$ cat config.mk
export PLATFORM = sky130hd
export DESIGN_NAME = sram_line_mover_flat
export DESIGN_NICKNAME = d
export VERILOG_FILES = /design/src/rtl/sram_line_mover_if.sv /design/src/rtl/sram_line_mover.sv /design/src/flat_wrapper.sv
export SDC_FILE = /design/constraint.sdc
export NUM_CORES = 1
export LEC_CHECK = 0
export ABC_AREA = 1
export CAP_MARGIN = 0
export CORE_AREA = 5 5 241 243
export CTS_BUF_LIST = sky130_fd_sc_hd__clkbuf_4 sky130_fd_sc_hd__clkbuf_8
export CTS_CLUSTER_DIAMETER = 60
export DETAILED_ROUTE_END_ITERATION = 7
export DIE_AREA = 0 0 246 248
export GPL_TIMING_DRIVEN = 0
export PLACE_DENSITY = 0.5
export SYNTH_ARGS = -nofsm -noshare
export SYNTH_HDL_FRONTEND = slang
export SYNTH_SLANG_ARGS = --single-unit
$ cat constraint.sdc
create_clock -name clock -period 2.1 [get_ports clock]
set_clock_uncertainty 0.15 [all_clocks]
set_input_delay 0.42 -clock clock [delete_from_list [all_inputs] [get_ports clock]]
set_output_delay 0.42 -clock clock [all_outputs]
set_load 0.02 [all_outputs]
$ cat src/rtl/sram_line_mover_if.sv
// Controller-side bundle for sram_line_mover: refill/writeback handshakes and both
// cache data array ports. slave = the mover, master = the environment driving it.
interface sram_line_mover_if #(
  parameter int unsigned SET_BITS = 7,
  parameter int unsigned DATA_W   = 32
);
  logic                io_refill_req_valid;
  logic                io_refill_req_ready;
  logic [SET_BITS-1:0] io_refill_req_set;
  logic                io_refill_beat_valid;
  logic                io_refill_beat_ready;
  logic [DATA_W-1:0]   io_refill_beat_data;
  logic                io_refill_beat_last;
  logic                io_wb_req_valid;
  logic                io_wb_req_ready;
  logic [SET_BITS-1:0] io_wb_req_set;
  logic                io_wb_beat_valid;
  logic                io_wb_beat_ready;
  logic [DATA_W-1:0]   io_wb_beat_data;
  logic                io_wb_beat_last;
  logic [SET_BITS-1:0] io_sram_r_addr;
  logic [DATA_W-1:0]   io_sram_r_data_0, io_sram_r_data_1, io_sram_r_data_2, io_sram_r_data_3;
  logic [DATA_W-1:0]   io_sram_r_data_4, io_sram_r_data_5, io_sram_r_data_6, io_sram_r_data_7;
  logic                io_sram_w_en;
  logic [SET_BITS-1:0] io_sram_w_addr;
  logic [DATA_W-1:0]   io_sram_w_data_0, io_sram_w_data_1, io_sram_w_data_2, io_sram_w_data_3;
  logic [DATA_W-1:0]   io_sram_w_data_4, io_sram_w_data_5, io_sram_w_data_6, io_sram_w_data_7;
  logic [7:0]          io_sram_w_maskOH;
  logic                io_busy;
  logic                io_err;

  modport slave (
    input  io_refill_req_valid, io_refill_req_set,
    output io_refill_req_ready,
    input  io_refill_beat_valid, io_refill_beat_data, io_refill_beat_last,
    output io_refill_beat_ready,
    input  io_wb_req_valid, io_wb_req_set,
    output io_wb_req_ready,
    output io_wb_beat_valid, io_wb_beat_data, io_wb_beat_last,
    input  io_wb_beat_ready,
    output io_sram_r_addr,
    input  io_sram_r_data_0, io_sram_r_data_1, io_sram_r_data_2, io_sram_r_data_3,
    input  io_sram_r_data_4, io_sram_r_data_5, io_sram_r_data_6, io_sram_r_data_7,
    output io_sram_w_en, io_sram_w_addr, io_sram_w_maskOH,
    output io_sram_w_data_0, io_sram_w_data_1, io_sram_w_data_2, io_sram_w_data_3,
    output io_sram_w_data_4, io_sram_w_data_5, io_sram_w_data_6, io_sram_w_data_7,
    output io_busy, io_err
  );

  modport master (
    output io_refill_req_valid, io_refill_req_set,
    input  io_refill_req_ready,
    output io_refill_beat_valid, io_refill_beat_data, io_refill_beat_last,
    input  io_refill_beat_ready,
    output io_wb_req_valid, io_wb_req_set,
    input  io_wb_req_ready,
    input  io_wb_beat_valid, io_wb_beat_data, io_wb_beat_last,
    output io_wb_beat_ready,
    input  io_sram_r_addr,
    output io_sram_r_data_0, io_sram_r_data_1, io_sram_r_data_2, io_sram_r_data_3,
    output io_sram_r_data_4, io_sram_r_data_5, io_sram_r_data_6, io_sram_r_data_7,
    input  io_sram_w_en, io_sram_w_addr, io_sram_w_maskOH,
    input  io_sram_w_data_0, io_sram_w_data_1, io_sram_w_data_2, io_sram_w_data_3,
    input  io_sram_w_data_4, io_sram_w_data_5, io_sram_w_data_6, io_sram_w_data_7,
    input  io_busy, io_err
  );
endinterface

$ cat src/rtl/sram_line_mover.sv
// Serialised line mover for the 8-bank cache data array: refill writes one bank per
// beat, writeback reads a whole line at once and streams it out with backpressure.
module sram_line_mover #(
  parameter int unsigned SET_BITS = 7,
  parameter int unsigned BANKS    = 8,
  parameter int unsigned DATA_W   = 32
) (
  input logic             clock,
  input logic             reset,
  sram_line_mover_if.slave io
);
  typedef enum logic [2:0] {IDLE, WB_RD, WB_CAP, WB_SEND, REFILL} state_t;

  state_t                        state_q, state_d;
  logic [2:0]                    beat_cnt_q, beat_cnt_d;
  logic [SET_BITS-1:0]           set_q, set_d;
  logic [SET_BITS-1:0]           r_addr_q, r_addr_d;
  logic [BANKS-1:0][DATA_W-1:0]  line_buf_q, line_buf_d;
  logic                          err_q, err_d;

  logic                          idle, wb_acc, rf_acc, wb_hs, rf_hs, cnt_last;
  logic [BANKS-1:0][DATA_W-1:0]  r_line;

  assign r_line = {io.io_sram_r_data_7, io.io_sram_r_data_6, io.io_sram_r_data_5,
                   io.io_sram_r_data_4, io.io_sram_r_data_3, io.io_sram_r_data_2,
                   io.io_sram_r_data_1, io.io_sram_r_data_0};

  always_ff @(posedge clock) begin
    if (reset) begin
      state_q    <= IDLE;
      beat_cnt_q <= '0;
      set_q      <= '0;
      r_addr_q   <= '0;
      line_buf_q <= '0;
      err_q      <= 1'b0;
    end else begin
      state_q    <= state_d;
      beat_cnt_q <= beat_cnt_d;
      set_q      <= set_d;
      r_addr_q   <= r_addr_d;
      line_buf_q <= line_buf_d;
      err_q      <= err_d;
    end
  end

  always_comb begin
    state_d    = state_q;
    beat_cnt_d = beat_cnt_q;
    set_d      = set_q;
    r_addr_d   = r_addr_q;
    line_buf_d = line_buf_q;

    // Handshake outputs are gated by reset so an abandoned transfer issues no writes.
    idle     = (state_q == IDLE) && !reset;
    cnt_last = (beat_cnt_q == 3'd7);

    io.io_wb_req_ready     = idle;
    io.io_refill_req_ready = idle && !io.io_wb_req_valid;
    wb_acc = io.io_wb_req_ready && io.io_wb_req_valid;
    rf_acc = io.io_refill_req_ready && io.io_refill_req_valid;

    io.io_wb_beat_valid = (state_q == WB_SEND) && !reset;
    io.io_wb_beat_data  = line_buf_q[beat_cnt_q];
    io.io_wb_beat_last  = cnt_last;
    wb_hs = io.io_wb_beat_valid && io.io_wb_beat_ready;

    io.io_refill_beat_ready = (state_q == REFILL) && !reset;
    rf_hs = io.io_refill_beat_ready && io.io_refill_beat_valid;

    io.io_sram_r_addr   = r_addr_q;
    io.io_sram_w_en     = rf_hs;
    io.io_sram_w_addr   = set_q;
    io.io_sram_w_maskOH = rf_hs ? (8'd1 << beat_cnt_q) : '0;
    io.io_sram_w_data_0 = io.io_refill_beat_data;
    io.io_sram_w_data_1 = io.io_refill_beat_data;
    io.io_sram_w_data_2 = io.io_refill_beat_data;
    io.io_sram_w_data_3 = io.io_refill_beat_data;
    io.io_sram_w_data_4 = io.io_refill_beat_data;
    io.io_sram_w_data_5 = io.io_refill_beat_data;
    io.io_sram_w_data_6 = io.io_refill_beat_data;
    io.io_sram_w_data_7 = io.io_refill_beat_data;

    err_d      = rf_hs && (io.io_refill_beat_last != cnt_last);
    io.io_err  = err_q;
    io.io_busy = (state_q != IDLE);

    unique case (state_q)
      IDLE: begin
        // r_addr is loaded on acceptance so the array sees the set during WB_RD.
        if (wb_acc) begin
          set_d      = io.io_wb_req_set;
          r_addr_d   = io.io_wb_req_set;
          beat_cnt_d = '0;
          state_d    = WB_RD;
        end else if (rf_acc) begin
          set_d      = io.io_refill_req_set;
          beat_cnt_d = '0;
          state_d    = REFILL;
        end
      end
      WB_RD:  state_d = WB_CAP;
      WB_CAP: begin
        line_buf_d = r_line;
        state_d    = WB_SEND;
      end
      WB_SEND: begin
        if (wb_hs) begin
          beat_cnt_d = beat_cnt_q + 3'd1;
          if (cnt_last) state_d = IDLE;
        end
      end
      REFILL: begin
        if (rf_hs) begin
          beat_cnt_d = beat_cnt_q + 3'd1;
          if (cnt_last) state_d = IDLE;
        end
      end
      default: state_d = IDLE;
    endcase
  end
endmodule

$ cat src/flat_wrapper.sv
// flat-port wrapper written by rule: the top's interface ports become plain ports
module sram_line_mover_flat 
#(
  parameter int unsigned SET_BITS = 7,
  parameter int unsigned BANKS    = 8,
  parameter int unsigned DATA_W   = 32
)
  (clock, reset, io_io_refill_req_valid, io_io_refill_req_set, io_io_refill_req_ready, io_io_refill_beat_valid, io_io_refill_beat_data, io_io_refill_beat_last, io_io_refill_beat_ready, io_io_wb_req_valid, io_io_wb_req_set, io_io_wb_req_ready, io_io_wb_beat_valid, io_io_wb_beat_data, io_io_wb_beat_last, io_io_wb_beat_ready, io_io_sram_r_addr, io_io_sram_r_data_0, io_io_sram_r_data_1, io_io_sram_r_data_2, io_io_sram_r_data_3, io_io_sram_r_data_4, io_io_sram_r_data_5, io_io_sram_r_data_6, io_io_sram_r_data_7, io_io_sram_w_en, io_io_sram_w_addr, io_io_sram_w_maskOH, io_io_sram_w_data_0, io_io_sram_w_data_1, io_io_sram_w_data_2, io_io_sram_w_data_3, io_io_sram_w_data_4, io_io_sram_w_data_5, io_io_sram_w_data_6, io_io_sram_w_data_7, io_io_busy, io_io_err);
  sram_line_mover_if #(.SET_BITS(SET_BITS), .DATA_W(DATA_W)) io_i ();
  input logic clock;
  input logic reset;
  input wire logic [$bits(io_i.io_refill_req_valid)-1:0] io_io_refill_req_valid;
  input wire logic [$bits(io_i.io_refill_req_set)-1:0] io_io_refill_req_set;
  output wire logic [$bits(io_i.io_refill_req_ready)-1:0] io_io_refill_req_ready;
  input wire logic [$bits(io_i.io_refill_beat_valid)-1:0] io_io_refill_beat_valid;
  input wire logic [$bits(io_i.io_refill_beat_data)-1:0] io_io_refill_beat_data;
  input wire logic [$bits(io_i.io_refill_beat_last)-1:0] io_io_refill_beat_last;
  output wire logic [$bits(io_i.io_refill_beat_ready)-1:0] io_io_refill_beat_ready;
  input wire logic [$bits(io_i.io_wb_req_valid)-1:0] io_io_wb_req_valid;
  input wire logic [$bits(io_i.io_wb_req_set)-1:0] io_io_wb_req_set;
  output wire logic [$bits(io_i.io_wb_req_ready)-1:0] io_io_wb_req_ready;
  output wire logic [$bits(io_i.io_wb_beat_valid)-1:0] io_io_wb_beat_valid;
  output wire logic [$bits(io_i.io_wb_beat_data)-1:0] io_io_wb_beat_data;
  output wire logic [$bits(io_i.io_wb_beat_last)-1:0] io_io_wb_beat_last;
  input wire logic [$bits(io_i.io_wb_beat_ready)-1:0] io_io_wb_beat_ready;
  output wire logic [$bits(io_i.io_sram_r_addr)-1:0] io_io_sram_r_addr;
  input wire logic [$bits(io_i.io_sram_r_data_0)-1:0] io_io_sram_r_data_0;
  input wire logic [$bits(io_i.io_sram_r_data_1)-1:0] io_io_sram_r_data_1;
  input wire logic [$bits(io_i.io_sram_r_data_2)-1:0] io_io_sram_r_data_2;
  input wire logic [$bits(io_i.io_sram_r_data_3)-1:0] io_io_sram_r_data_3;
  input wire logic [$bits(io_i.io_sram_r_data_4)-1:0] io_io_sram_r_data_4;
  input wire logic [$bits(io_i.io_sram_r_data_5)-1:0] io_io_sram_r_data_5;
  input wire logic [$bits(io_i.io_sram_r_data_6)-1:0] io_io_sram_r_data_6;
  input wire logic [$bits(io_i.io_sram_r_data_7)-1:0] io_io_sram_r_data_7;
  output wire logic [$bits(io_i.io_sram_w_en)-1:0] io_io_sram_w_en;
  output wire logic [$bits(io_i.io_sram_w_addr)-1:0] io_io_sram_w_addr;
  output wire logic [$bits(io_i.io_sram_w_maskOH)-1:0] io_io_sram_w_maskOH;
  output wire logic [$bits(io_i.io_sram_w_data_0)-1:0] io_io_sram_w_data_0;
  output wire logic [$bits(io_i.io_sram_w_data_1)-1:0] io_io_sram_w_data_1;
  output wire logic [$bits(io_i.io_sram_w_data_2)-1:0] io_io_sram_w_data_2;
  output wire logic [$bits(io_i.io_sram_w_data_3)-1:0] io_io_sram_w_data_3;
  output wire logic [$bits(io_i.io_sram_w_data_4)-1:0] io_io_sram_w_data_4;
  output wire logic [$bits(io_i.io_sram_w_data_5)-1:0] io_io_sram_w_data_5;
  output wire logic [$bits(io_i.io_sram_w_data_6)-1:0] io_io_sram_w_data_6;
  output wire logic [$bits(io_i.io_sram_w_data_7)-1:0] io_io_sram_w_data_7;
  output wire logic [$bits(io_i.io_busy)-1:0] io_io_busy;
  output wire logic [$bits(io_i.io_err)-1:0] io_io_err;
  assign io_i.io_refill_req_valid = io_io_refill_req_valid;
  assign io_i.io_refill_req_set = io_io_refill_req_set;
  assign io_io_refill_req_ready = io_i.io_refill_req_ready;
  assign io_i.io_refill_beat_valid = io_io_refill_beat_valid;
  assign io_i.io_refill_beat_data = io_io_refill_beat_data;
  assign io_i.io_refill_beat_last = io_io_refill_beat_last;
  assign io_io_refill_beat_ready = io_i.io_refill_beat_ready;
  assign io_i.io_wb_req_valid = io_io_wb_req_valid;
  assign io_i.io_wb_req_set = io_io_wb_req_set;
  assign io_io_wb_req_ready = io_i.io_wb_req_ready;
  assign io_io_wb_beat_valid = io_i.io_wb_beat_valid;
  assign io_io_wb_beat_data = io_i.io_wb_beat_data;
  assign io_io_wb_beat_last = io_i.io_wb_beat_last;
  assign io_i.io_wb_beat_ready = io_io_wb_beat_ready;
  assign io_io_sram_r_addr = io_i.io_sram_r_addr;
  assign io_i.io_sram_r_data_0 = io_io_sram_r_data_0;
  assign io_i.io_sram_r_data_1 = io_io_sram_r_data_1;
  assign io_i.io_sram_r_data_2 = io_io_sram_r_data_2;
  assign io_i.io_sram_r_data_3 = io_io_sram_r_data_3;
  assign io_i.io_sram_r_data_4 = io_io_sram_r_data_4;
  assign io_i.io_sram_r_data_5 = io_io_sram_r_data_5;
  assign io_i.io_sram_r_data_6 = io_io_sram_r_data_6;
  assign io_i.io_sram_r_data_7 = io_io_sram_r_data_7;
  assign io_io_sram_w_en = io_i.io_sram_w_en;
  assign io_io_sram_w_addr = io_i.io_sram_w_addr;
  assign io_io_sram_w_maskOH = io_i.io_sram_w_maskOH;
  assign io_io_sram_w_data_0 = io_i.io_sram_w_data_0;
  assign io_io_sram_w_data_1 = io_i.io_sram_w_data_1;
  assign io_io_sram_w_data_2 = io_i.io_sram_w_data_2;
  assign io_io_sram_w_data_3 = io_i.io_sram_w_data_3;
  assign io_io_sram_w_data_4 = io_i.io_sram_w_data_4;
  assign io_io_sram_w_data_5 = io_i.io_sram_w_data_5;
  assign io_io_sram_w_data_6 = io_i.io_sram_w_data_6;
  assign io_io_sram_w_data_7 = io_i.io_sram_w_data_7;
  assign io_io_busy = io_i.io_busy;
  assign io_io_err = io_i.io_err;
  sram_line_mover #(.SET_BITS(SET_BITS), .BANKS(BANKS), .DATA_W(DATA_W)) u_core (.clock(clock), .reset(reset), .io(io_i));
endmodule
### Word-level counts from Yosys, hierarchy flattened

Cells that the tools add are included.

* $lt $le $gt $ge: 1
* divide/modulo/power cells: 0
* eq/ne operators: 9
* multiply operators: 0
* bitwise logic cells: 0
* add/subtract/negate cells: 1
* mux-type cells: 16
* shifts and indexed selects: 1
* reductions and logical operators: 19

Operators with widths (count)
* binary-select mux 32 bit (select 3 bit): 1
* 2-to-1 mux 32 bit: 1
* 2-to-1 mux 3 bit: 9
* one-hot mux 3 bit (5 select lines): 1
* 2-to-1 mux 7 bit: 2
* logical AND 1 bit: 9
* one-hot mux 3 bit (3 select lines): 1
* 2-to-1 mux 8 bit: 1
* left shift 1 x 3 -> 8 bit (first input constant): 1
* equality test 3 x 2 -> 1 bit (second input constant): 2
* equality test 3 bit (second input constant): 2
* nonzero test 3 bit: 2
* < comparator 3 x 4 -> 1 bit (second input constant): 1
* AND reduction 2 bit: 2
* AND reduction 4 bit: 1
* adder 3 x 1 -> 3 bit (second input constant): 1
* equality test 3 x 1 -> 1 bit (second input constant): 1
* logical NOT 3 bit: 1
* != test 3 x 1 -> 1 bit (second input constant): 1
* AND reduction 3 bit: 1
* logical NOT 1 bit: 2
* != test 2 x 1 -> 1 bit (second input constant): 1
* != test 2 bit (second input constant): 1
* nonzero test 2 bit: 1
* != test 1 bit: 1

* input bits: 309
* memories kept: 0
* latch bits: 0
* memory bits (writable): 0
* flip-flop bits (word level): 277
* bits in read-only memories: 0

### Depth between registers and ports, before layout

* word-level depth: 7
* depth in mapped cells: 9
* depth with buffers taken out: 9

### Worst setup path after synthesis

OpenSTA, ideal clock, no wires.

* kind: register to output
* start point: register u_core.beat_cnt_q[0]
* end point: output io_io_sram_w_maskOH[0]
* setup slack: -0.040 ns
* data required time: 1.530 ns
* cell stages (with the launch flop): 8
* buffers on the path: 3
* arrival: 1.570 ns
* cells stage by stage: dfxtp_1 -> buf_4 -> inv_2 -> buf_4 -> buf_2 -> ha_1 -> inv_1 -> nor3_1

* cells in the longest elaborated chain, start to end: 2

RTL lines
* from (decl): line sram_line_mover.sv:15 `logic [2:0] beat_cnt_q, beat_cnt_d;`
* from (signal assigned): line sram_line_mover.sv:38 `beat_cnt_q <= beat_cnt_d;`
* left shift 1 x 3 -> 8 bit: line sram_line_mover.sv:73 `io.io_sram_w_maskOH = rf_hs ? (8'd1 << beat_cnt_q) : '0;`
* 2-to-1 mux 8 bit: line sram_line_mover.sv:73
* to (decl): line flat_wrapper.sv:37 `output wire logic [$bits(io_i.io_sram_w_maskOH)-1:0] io_io_sram_w_maskOH;`

No other way between the ends.

### Final worst setup path

* start point: register u_core.beat_cnt_q[0]
* end point: output io_io_wb_beat_data[3]

* cells in the longest elaborated chain, start to end: 2

RTL lines
* binary-select mux 32 bit (select 3 bit): line sram_line_mover.sv:63 `io.io_wb_beat_data = line_buf_q[beat_cnt_q];`
* 2-to-1 mux 32 bit (not written as such): line sram_line_mover.sv:63
* to (decl): line flat_wrapper.sv:23 `output wire logic [$bits(io_i.io_wb_beat_data)-1:0] io_io_wb_beat_data;`

No other way between the ends. The select of a mux whose other input is x is not followed.

==> impl_metrics.csv <==
group,metric,value,unit
setup_path,critPathRequiredTime,1.53,ns
clocking,cts_buffers,51,
yosys,syn_avg_cell_area,6.91,sq um
grt,grt_pass1_vias,14908,
timing,max_slew.worst_pin.slew,0.607,ns
clocking,clk_latency,0.61,ns
yosys,ys_ff_latch,277,
status,outcome,"complete, but fails checks",
finish,fin_cells,3494,
setup_path,end_kind,"output pin",
placement,port_buffers,594,
yosys,yosysUniqueCellTypes,25,
timing,worst_slack,-0.737,ns
finish,drive_gt1_share,25.6,%
setup_path,path_cells,"buf_12, inv_12, buf_16, buf_8, o21ai_2, o22ai_4, nand2_1, nand2_1, buf_6",
finish,finalInstanceArea,23800,sq um
status,violations,"setup timing",
setup_path,path_buf_inv,5,
hold_path,holdPathStages,3,
yosys,synthesis.area,13900,sq um
grt,grt_pass1_wl,96400,microns
grt,grt_max_degree,13,
detailed_routing,first_pass_iters,5,
pwr,p_total,33.0,mW
detailed_routing,postRouteAntennaNets,0,
job,maxCapViolations,0,
timing,setup_viol,43,
detailed_routing,dr_total_vias,15453,
die,core,55700,sq um
timing,final-max-slew-violation-count,0,
setup_path,crit_type,"reg2out",
finish,final_cell_mix,"nor2_1, clkdlybuf4s50_1, o21ai_0, buf_4, dfxtp_1",
detailed_routing,drt-wirelength-per-cell,20.1,microns
clocking,h-tree-depth,2,
yosys,syn-num-nets,2330,
grt,antenna_found_initial,11,
placement,dp_hpwl,56100,microns
die,die_h,248,microns
setup_path,crit_path_max_incr_delay,0.38,ns
yosys,yosysSeqAreaShare,39.8,%
timing,period_share,135,%
finish,fin_nets,3008,
clocking,clock_sink_count,277,
setup_path,reg2reg_depth,8,
setup_path,crit_slowest_cell,"dfxtp_4",
die,die-area,61000,sq um
finish,final_core_util,42.7,%
yosys,ys_warn_count,0,
detailed_routing,drt-initial-drc-count,1054,
finish,multiInputGateArea,6730,sq um
placement,place_ws,-1.42,ns
setup_path,cp-start-kind,"flip-flop",
timing,fmax,353,MHz
clocking,cts_buffer_depth,3,
clocking,root_buffer,"clkbuf_8",
setup_path,cp_data_arrival_time,2.27,ns
placement,placed_cell_area,20800,sq um
timing,hold_violations,0,
yosys,yosys.area.top_type,"dfxtp_1",
pwr,peakVddDrop,0.778,mV
detailed_routing,drc,0,
grt,overflow,0,
setup_path,path_delay_family,"buffers and inverters",
timing,slew_headroom,59.6,%
die,fp.dieW,246,microns
detailed_routing,via_per_inst,4.42,
die,core.rowCount,87,
yosys,synth_top_area_share,39.8,%
finish,final_common_cell,"nor2_1",
grt,track_usage,21.2,%
timing,whs,0.235,ns
yosys,synth_cells,2015,
timing,period_needed,2.84,ns
die,start_util,25.0,%
setup_path,crit_top_cell,"nand2_1",
pwr,power_leakage,9.82,nW
clocking,cts_hold_buf,0,
finish,fillCellCount,5710,
finish,ff_latch_area,5570,sq um
timing,finalSetupTns,-25.64,ns
setup_path,cp_max_fo,7,
pwr,powerDensity,1390,nW/um^2
detailed_routing,routed_wirelength,70300,microns
placement,dp.cells,3365,
finish,areaGrowthSynthToFinish,71.0,%
yosys,synthTopCellsByArea,"dfxtp_1, nor2_1, buf_4",
setup_path,worst-path-stages,9,
hold_path,hp-class,"in2reg",
timing,grt_setup_unrepaired,"yes",
die,boundaryPins,627,
placement,gp_congestion,0.872,
clocking,clk_pin_slew,0.06,ns
clocking,cts_tree,"done",
[worst reg2reg max path, delay by kind of cell, from the launching register on]
| kind | cells | cell delay, ns |
|---|---|---|
| buffers and inverters | 4 | 0.92 |
| DFF | 1 | 0.38 |
| and+or+nand+nor | 3 | 0.28 |
| AOI/OAI and AO/OA | 1 | 0.19 |
[where the power goes]
part | leakage (nW) | switching (mW) | total, mW | internal (mW)
combinational | 6.95 | 11.3 | 19.2 | 7.90
clock | 0.600 | 2.37 | 5.66 | 3.29
sequential | 2.27 | 1.16 | 8.15 | 6.98
total | 9.82 | 14.9 | 33.0 | 18.2
[per-layer routing]
layer  share of wire, %  up-vias  track usage [%]
li1                   -     7627                -
met5              0.050        -                0
met4                2.7        6             6.81
met1                 40     7152             25.5
met2                 50      575             38.5
met3                6.5       93             3.81
[cell families (layout without fill, tap and decap cells)]
kind of cell,count (synthesis),after routing,synth area share [%]
adders and majority gates,6,6,0.539
DFF,277,277,39.8
other,0,8,0
AOI/OAI and AO/OA,459,459,17.1
xor gates and xnor gates,1,1,0.0629
buffers and inverters,420,1135,19.0
and+or+nand+nor,852,852,23.5
[registers in the layout (all words and copies together), names as in the netlist]
register	cells
u_core.beat_cnt_q	3
u_core.io.io_sram_r_addr	7
u_core.line_buf_q	256
u_core.io.io_err	1
u_core.state_q	3
u_core.io.io_sram_w_addr	7
[path summary, 6_finish.rpt]
check	endpoint	start	slack, ns
min	u_core.io.io_sram_r_addr[5]	io_io_wb_req_set[5]	0.24
max	io_io_wb_beat_data[3]	u_core.beat_cnt_q[0]	-0.74
max reg2reg	u_core.line_buf_q[68]	u_core.state_q[0]	0.12
min reg2reg	u_core.io.io_sram_w_addr[5]	u_core.io.io_sram_w_addr[5]	0.31
[area by class of cell]
cell class	instances	area share, %
Tap cell	756	3.97
Timing Repair Buffer	627	26.8
Sequential cell	277	23.4
Clock buffer	78	4.22
Inverter	26	0.505
Buffer	392	12.3
Clock inverter	12	0.478
Multi-Input combinational cell	1318	28.3
Antenna cell	8	0.0841
[timing repair]
item / in CTS / in global routing
pin swaps: 45 / 75
gates cloned: 3 / 8
buffers inserted: 17 / 5
endpoints found under the setup margin: 67 / 53
resized for setup: 514 / 195
[synthesized netlist by cell type]
cell type / number
buf_2: 42
buf_4: 266
o21ai_1: 4
nor2_4: 3
nand2_2: 1
inv_1: 20
clkbuf_1: 82
a21oi_1: 10
inv_2: 5
buf_6: 2
nand4_2: 1
nand2_4: 1
clkbuf_2: 2
nand2_1: 160
nand3_1: 15
nor2_1: 664
nand4_1: 1
clkinv_1: 1
o22ai_1: 64
o21ai_2: 1
dfxtp_1: 277
nor3_1: 6
ha_1: 6
o21ai_0: 380
xnor2_1: 1
Power figures use the tool's default switching activity.
